File: src/rtl/serial_adder.sv
// Bit-serial WIDTH-bit adder: one full-adder cell plus a carry flop, LSB first.
// Optional subtract mode is compiled in with `define SERIAL_ADDER_SUB_EN.
module serial_adder #(
  parameter int WIDTH = 8
) (
  input  logic             clk,
  input  logic             rst_n,
  input  logic             start,
  input  logic [WIDTH-1:0] a,
  input  logic [WIDTH-1:0] b,
  input  logic             cin,
  input  logic             sub,
  output logic             busy,
  output logic             done,
  output logic [WIDTH-1:0] sum,
  output logic             cout
);

  localparam int CW = $clog2(WIDTH);
  localparam logic [CW-1:0] LAST = CW'(WIDTH - 1);

  typedef enum logic [1:0] {
    IDLE  = 2'd0,
    SHIFT = 2'd1,
    DONE  = 2'd2
  } state_t;

  state_t           r_state;
  state_t           w_state_next;
  logic [WIDTH-1:0] r_a;
  logic [WIDTH-1:0] r_b;
  logic [WIDTH-1:0] r_acc;
  logic [WIDTH-1:0] r_sum;
  logic [CW-1:0]    r_count;
  logic             r_carry;
  logic             r_cout;

  logic [WIDTH-1:0] w_b_load;
  logic             w_cin_load;
  logic             w_s;
  logic             w_c;
  logic             w_accept;
  logic             w_last;

`ifdef SERIAL_ADDER_SUB_EN
  // Two's-complement subtract: invert B and force the carry-in to 1.
  assign w_b_load   = sub ? ~b : b;
  assign w_cin_load = sub ? 1'b1 : cin;
`else
  assign w_b_load   = b;
  // sub has no effect in this build; masked so the port is still consumed.
  assign w_cin_load = cin | (sub & 1'b0);
`endif

  assign w_s      = r_a[0] ^ r_b[0] ^ r_carry;
  assign w_c      = (r_a[0] & r_b[0]) | (r_carry & (r_a[0] ^ r_b[0]));
  assign w_accept = (r_state == IDLE) && start;
  assign w_last   = (r_state == SHIFT) && (r_count == LAST);

  always_ff @(posedge clk or negedge rst_n) begin
    if (!rst_n) begin
      r_state <= IDLE;
    end else begin
      r_state <= w_state_next;
    end
  end

  always_comb begin
    w_state_next = r_state;
    case (r_state)
      IDLE:    if (start) w_state_next = SHIFT;
      SHIFT:   if (r_count == LAST) w_state_next = DONE;
      DONE:    w_state_next = IDLE;
      default: w_state_next = IDLE;
    endcase
  end

  always_ff @(posedge clk or negedge rst_n) begin
    if (!rst_n) begin
      r_a     <= '0;
      r_b     <= '0;
      r_acc   <= '0;
      r_carry <= 1'b0;
      r_count <= '0;
      r_sum   <= '0;
      r_cout  <= 1'b0;
    end else if (w_accept) begin
      r_a     <= a;
      r_b     <= w_b_load;
      r_carry <= w_cin_load;
      r_count <= '0;
    end else if (r_state == SHIFT) begin
      r_a     <= r_a >> 1;
      r_b     <= r_b >> 1;
      r_acc   <= {w_s, r_acc[WIDTH-1:1]};
      r_carry <= w_c;
      if (w_last) begin
        r_sum  <= {w_s, r_acc[WIDTH-1:1]};
        r_cout <= w_c;
      end else begin
        r_count <= r_count + 1'b1;
      end
    end
  end

  assign busy = (r_state == SHIFT);
  assign done = (r_state == DONE);
  assign sum  = r_sum;
  assign cout = r_cout;

endmodule

File: config.mk
export PLATFORM = sky130hd
export DESIGN_NAME = serial_adder
export DESIGN_NICKNAME = d
export VERILOG_FILES = /design/src/rtl/serial_adder.sv
export SDC_FILE = /design/constraint.sdc
export NUM_CORES = 1
export LEC_CHECK = 0
export CAP_MARGIN = 15
export CORE_ASPECT_RATIO = 0.6
export CORE_UTILIZATION = 35
export DETAILED_ROUTE_END_ITERATION = 8
export PLACE_DENSITY = 0.62
export SLEW_MARGIN = 30
export SYNTH_ARGS = -nofsm -noshare
export SYNTH_HDL_FRONTEND = slang
export SYNTH_SLANG_ARGS = --single-unit
File: constraint.sdc
create_clock -name clk -period 1.5 [get_ports clk]
set_input_delay 0.3 -clock clk [delete_from_list [all_inputs] [get_ports clk]]
set_output_delay 0.3 -clock clk [all_outputs]
set_load 0.01 [all_outputs]
==> results.ini, run 1 <==
[die]
start_util_pct = 38.1
die_y_um = 57.8
io_pins = 32
fp-row-count = 19
core_um2 = 4780
dieArea_um2 = 5500
die_w_um = 95.1

[worst_setup_path]
critPathLaunchType = flip-flop
critPathMaxFanout = 7
arrival_ns = 1.62
required_ns = 1.66
startpoint = r_count[1]
criticalPathCategory = flip-flop to flip-flop
cp-end-kind = flip-flop
r2r-start = r_count[1]

[clocking]
cts_tree = done
clk_latency_ns = 0.28
clock_path_buffers = 2
cts.sinks = 38
clk_pin_slew_worst_paths_ns = 0.08
htreeDepth = 2
cts_root_buf = clkbuf_8
cts_buffers = 5

[power]
power_uw = 4710
irDropWorstVdd_mv = 0.744
powerDensity_nw_per_um2 = 1950
power_leakage_uw = 0.00116

[drt]
wl_per_cell_um = 15.2
drtAntennaViolNets = 0
drt_wl_total_mm = 3.76
drt_first_pass_iters = 4
routed_via_density = 5.23
vias = 1297
drtIter0Drc = 58
drc = 0

[sta]
holdWs_ns = 0.480
setup_slack_ns = 0.0387
layout_min_cycle_time_ns = 1.46
hold_violations = 0
rsz0062_at_grt = false
finalSetupViolCount = 0
skew_ns = 0.0103
post-route-period-util_pct = 97.4
maxSlewHeadroom_pct = 71.8
finalSetupTns_ns = 0
fmax_mhz = 684
drv_slew = 0
tightestPinTransition_ns = 0.423

[synthesis]
synth_cell_types = 24
avgSynthCellArea_um2 = 12.9
syn_area_um2 = 1820
syn-instance-count = 141
ys_warn_count = 0
syn_nets = 165
seq_area_frac_synth_pct = 52.3
ys_seq_elements = 38

[global_route]
grt_pass1_wl_mm = 6.37
grt_max_degree = 25
overflow = 0
track_usage_pct = 15.4
antenna_found_initial = 0
grt_pass1_vias = 1358

[placement]
pre_cts_ws_ns = -0.196
io_buffer_count = 30
dp_hpwl_mm = 2.65
gp_congestion = 0.703
dp_cells = 235

[final_layout]
instances_no_fill = 248
layout-drive-gt1-share_pct = 28.1
layout.nets = 208
syn_to_final_growth_pct = 33.0
n_antenna_cell = 0

[outcome]
outcome = finished clean

[job]
maxCapViolations = 0

[worst_hold_path]
hold_path_class = primary input to async pin

## layout by cell type (no fill, tap or decap), types with 2 or more instances in the layout
| cell type | Yosys | layout |
|---|---|---|
| a211o_1 | 4 | 4 |
| a211oi_1 | 10 | 10 |
| and3_1 | 3 | 3 |
| buf_12 | 0 | 2 |
| buf_2 | 6 | 3 |
| buf_4 | 2 | 14 |
| clkbuf_1 | 4 | 2 |
| clkbuf_8 | 0 | 5 |
| clkdlybuf4s50_1 | 0 | 18 |
| dfrtp_1 | 38 | 37 |
| dlygate4sd2_1 | 0 | 2 |
| dlymetal6s2s_1 | 0 | 7 |
| ha_2 | 0 | 2 |
| inv_1 | 12 | 12 |
| mux2_2 | 7 | 7 |
| mux2_4 | 9 | 9 |
| nor3b_1 | 11 | 11 |
| nor4b_1 | 11 | 11 |
| nor4bb_1 | 4 | 4 |
| o221a_2 | 5 | 5 |
| or4b_1 | 5 | 5 |
## registers in the layout (all words and copies together) (netlist names)
signal   flops
r_acc        7
cout         1
r_b          8
r_a          8
r_count      3
sum          8
r_carry      1
r_state      2
## logic make-up after synthesis
| group | Yosys count | share of synthesized area [%] |
|---|---|---|
| AO/OA/AOI/OAI | 23 | 10.8 |
| multiplexers | 16 | 11.8 |
| flip-flops | 38 | 52.3 |
| adder cells (fa/ha/maj) | 3 | 2.48 |
| buffers and inverters | 24 | 5.78 |
| AND/OR/NAND/NOR | 37 | 16.9 |
## power breakdown
group          switching, uW  total, uW  internal [uW]
logic                    808       2030           1220
registers                309       1830           1520
clock network            351        849            498
total                   1470       4710           3240
## repair_timing
item                                    4_1_cts  5_1_grt
endpoints found under the setup margin        5       17
hold buffers                                  1        0
buffers inserted                              3        1
hold endpoints to repair                     16        0
gates resized for setup                      12        9
## final cells by class
type | count | area, um^2
clock buffer | 7 | 76.3
clock inverter | 1 | 30.0
fill | 428 | 2360
inverter | 12 | 45.0
multi-input combinational | 79 | 771
sequential | 38 | 952
tap | 63 | 78.8
timing repair buffer | 48 | 467
## cells in the mapped netlist
cell type  number  area, um^2
a21oi_1         1        5.00
o221a_2         5        56.3
nand3b_1        1        7.51
and3_1          3        18.8
o21bai_1        1        7.51
mux2_2          7        78.8
a21o_1          1        7.51
nand2b_1        1        6.26
a211oi_1       10        75.1
clkbuf_1        4        15.0
dfrtp_1        38         951
a211o_1         4        35.0
nor4b_1        11        96.3
ha_1            2        25.0
or4b_1          5        50.1
fa_1            1        20.0
nor4bb_1        4        40.0
buf_4           2        15.0
nor2b_1         1        6.26
buf_2           6        30.0
mux2_4          9         135
o21ba_2         1        10.0
nor3b_1        11        82.6
inv_1          12        45.0
## stage by stage
stage                     util [%]  area (um^2)
after floorplan                  -         1830
after global placement        47.3         2260
after detailed placement      47.3         2260
after CTS                     50.0         2390
after global routing          50.6         2420
final                         50.6         2420
## metal layers
metal / GRT usage (%) / routed length, um
met5: 0 / 0
met4: 4.98 / 14
met3: 4.07 / 165
met2: 23.8 / 1730
met1: 21.2 / 1850
## path summary, 6_finish.rpt
check	to	slack, ns	cells past startpoint
min in group clk	r_a[7]	0.48	1
worst min-delay path	sum[1]	0.48	2
worst max register to register	r_count[0]	0.04	5
worst max-delay path	r_count[0]	0.04	5
max in group asynchronous	r_a[5]	0.56	3
worst min register to register	r_a[7]	0.48	1
## worst max-delay path, stage by stage (launching register included)
cell,delay (ns)
dfrtp_1,0.39
ha_2,0.18
ha_2,0.17
buf_4,0.15
and3_1,0.18
a211o_1,0.27
No activity file was read; power rests on OpenSTA's default activity.
==> run 2, diff against run 1 <==
--- a/config.mk
+++ b/config.mk
@@ -8,7 +8,9 @@
 export CAP_MARGIN = 15
 export CORE_ASPECT_RATIO = 0.6
 export CORE_UTILIZATION = 35
+export CTS_BUF_LIST = sky130_fd_sc_hd__clkbuf_8
 export DETAILED_ROUTE_END_ITERATION = 8
+export HOLD_SLACK_MARGIN = 0.1
 export PLACE_DENSITY = 0.62
 export SLEW_MARGIN = 30
 export SYNTH_ARGS = -nofsm -noshare
==> run 2 against run 1 <==
Effect of this change:
- via count down 0.39%
- clock skew about the same
- non-clock buffer count unchanged
- count of clock-buffer cells in the layout down 2
- worst hold slack better by 0.00057 ns
- core utilization unchanged
- critical endpoint unchanged
- final cell count unchanged
- largest power group unchanged
- combinational power about the same
- design area unchanged
- critical path type unchanged
==> results.ini, run 2 (synthesis gave the netlist of run 1 again) <==
[outcome]
outcome = finished clean

[drt]
vias = 1292  ; -0.39%
drt_wl_total_mm = 3.75  ; -0.48%
wl_per_cell_um = 15.1  ; -0.48%
drtAntennaViolNets = 0  ; unchanged
routed_via_density = 5.21  ; -0.39%
drt_first_pass_iters = 4  ; unchanged
drc = 0  ; unchanged
drtIter0Drc = 58  ; unchanged

[power]
clockPowerShare_pct = 17.8  ; -0.2 points
power_frac_seq_pct = 39.1  ; +0.2 points
p_sw_uw = 1460  ; -0.26%
combPwrFrac_pct = 43.1  ; about the same
p_int_uw = 3230  ; -0.43%
power_uw = 4690  ; -0.38%
sw_frac_of_total_pct = 31.2  ; +0.036 points
power_leakage_uw = 0.00117  ; +0.72%
irDropWorstVdd_mv = 0.730  ; -1.9%
powerDensity_nw_per_um2 = 1940  ; -0.38%

[worst_setup_path]
slowest_stage = dfrtp_1
endpoint = r_count[0]
timing.rr.end = r_count[0]
critPathMaxFanout = 7  ; unchanged
startpoint = r_count[1]
critPathLaunchType = flip-flop
r2r_cells = 5  ; unchanged
criticalPathCategory = flip-flop to flip-flop
cp-end-kind = flip-flop
r2r-start = r_count[1]
cpMostUsedCell = ha_2
slowest_delay_ns = 0.39  ; about the same
arrival_ns = 1.62  ; about the same
required_ns = 1.66  ; about the same
regToRegSetupSlack_ns = 0.04  ; about the same
crit_chain = ha_2, ha_2, buf_4, and3_1, a211o_1

[die]
core_um2 = 4780  ; unchanged
dieArea_um2 = 5500  ; unchanged
die_y_um = 57.8  ; unchanged
die_w_um = 95.1  ; unchanged
start_util_pct = 38.1  ; unchanged
fp-row-count = 19  ; unchanged
io_pins = 32  ; unchanged

[clocking]
cts.sinks = 38  ; unchanged
htreeDepth = 2  ; unchanged
clk_pin_slew_worst_paths_ns = 0.07  ; about the same
cts_root_buf = clkbuf_8
clock_path_buffers = 2  ; unchanged
clk_latency_ns = 0.28  ; about the same
cts_buffers = 5  ; unchanged
cts_tree = done

[sta]
layout_min_cycle_time_ns = 1.46  ; -0.000592 ns
hold_violations = 0  ; unchanged
rsz0062_at_grt = false
finalSetupViolCount = 0  ; unchanged
fmax_mhz = 685  ; about the same
setup_slack_ns = 0.0393  ; +0.000592 ns
skew_ns = 0.0100  ; -0.000311 ns
maxSlewHeadroom_pct = 71.9  ; about the same
tightestPinTransition_ns = 0.422  ; -0.000657 ns
holdWs_ns = 0.480  ; +0.000572 ns
post-route-period-util_pct = 97.4  ; about the same
drv_slew = 0  ; unchanged

[global_route]
track_usage_pct = 15.4  ; unchanged
grt_pass1_wl_mm = 6.37  ; unchanged
grt_pass1_vias = 1358  ; unchanged
overflow = 0  ; unchanged
antenna_found_initial = 0  ; unchanged
grt_max_degree = 25  ; unchanged

[placement]
dp_hpwl_mm = 2.65  ; unchanged
postPlaceCellArea_um2 = 2260  ; unchanged
gp_congestion = 0.703  ; unchanged
dp_cells = 235  ; unchanged
io_buffer_count = 30  ; unchanged
pre_cts_ws_ns = -0.196  ; unchanged

[final_layout]
instances_no_fill = 248  ; unchanged
syn_to_final_growth_pct = 33.0  ; unchanged
n_antenna_cell = 0  ; unchanged
final_common_cell = dfrtp_1
layout.nets = 208  ; unchanged
fin_area_um2 = 2420  ; unchanged
layout-drive-gt1-share_pct = 28.1  ; unchanged
layout_common_cells = dfrtp_1, clkdlybuf4s50_1, inv_1, buf_4

[job]
maxCapViolations = 0  ; unchanged

[worst_hold_path]
hold_path_class = primary input to async pin

## run 2: routing by layer
layer / track usage, % / up-vias / wire length, um
met4: 4.98 / 0 / 14
li1: - / 608 / -
met1: 21.2 / 657 / 1860
met2: 23.8 / 25 / 1720
met5: 0 / - / 0
met3: 4.07 / 2 / 154
## run 2: power groups by stage
stage	Clock (uW)	Sequential [uW]	Combinational [uW]
after floorplan	0	1830	1290
after global placement	0	1830	1940
after detailed placement	0	1870	2000
after CTS	853	1830	2050
after global routing	902	1900	2240
final	834	1830	2020
## run 2: worst max-delay path, delay by kind of cell (launching register included)
kind,cells,cell delay [ns]
buf+inv,1,0.15
simple gates,1,0.18
fa+ha+maj,2,0.35
flops,1,0.39
compound gates,1,0.27
## run 2: final cells by class
class / count / area (um^2)
Fill cell: 428 / 2360
Sequential cell: 38 / 952
Multi-Input combinational cell: 79 / 771
Timing Repair Buffer: 48 / 467
Tap cell: 63 / 78.8
Clock buffer: 5 / 68.8
Inverter: 12 / 45.0
Clock inverter: 3 / 37.5
## run 2: how the worst min path moves through the flow
stage,from,to,slack [ns],depth (start not counted)
after global routing,rst_n,sum[1],0.51,2
final,rst_n,sum[1],0.48,2
after global placement,rst_n,sum[1],0.24,1
after floorplan,rst_n,cout,0.004,0
after CTS,rst_n,sum[1],0.48,2
after detailed placement,rst_n,sum[1],0.26,1
## run 2: stage by stage
step	util, %	TNS, ns
after CTS	50.0	0
after global routing	50.6	0
after floorplan	-	0
after global placement	47.3	-2.27
final	50.6	0
after detailed placement	47.3	-2.58
## run 2: repair_timing
item	CTS	global route
setup endpoints to repair	5	17
hold endpoints to repair	16	0
resized for setup	12	9
buffers inserted	3	1
hold buffers	1	0
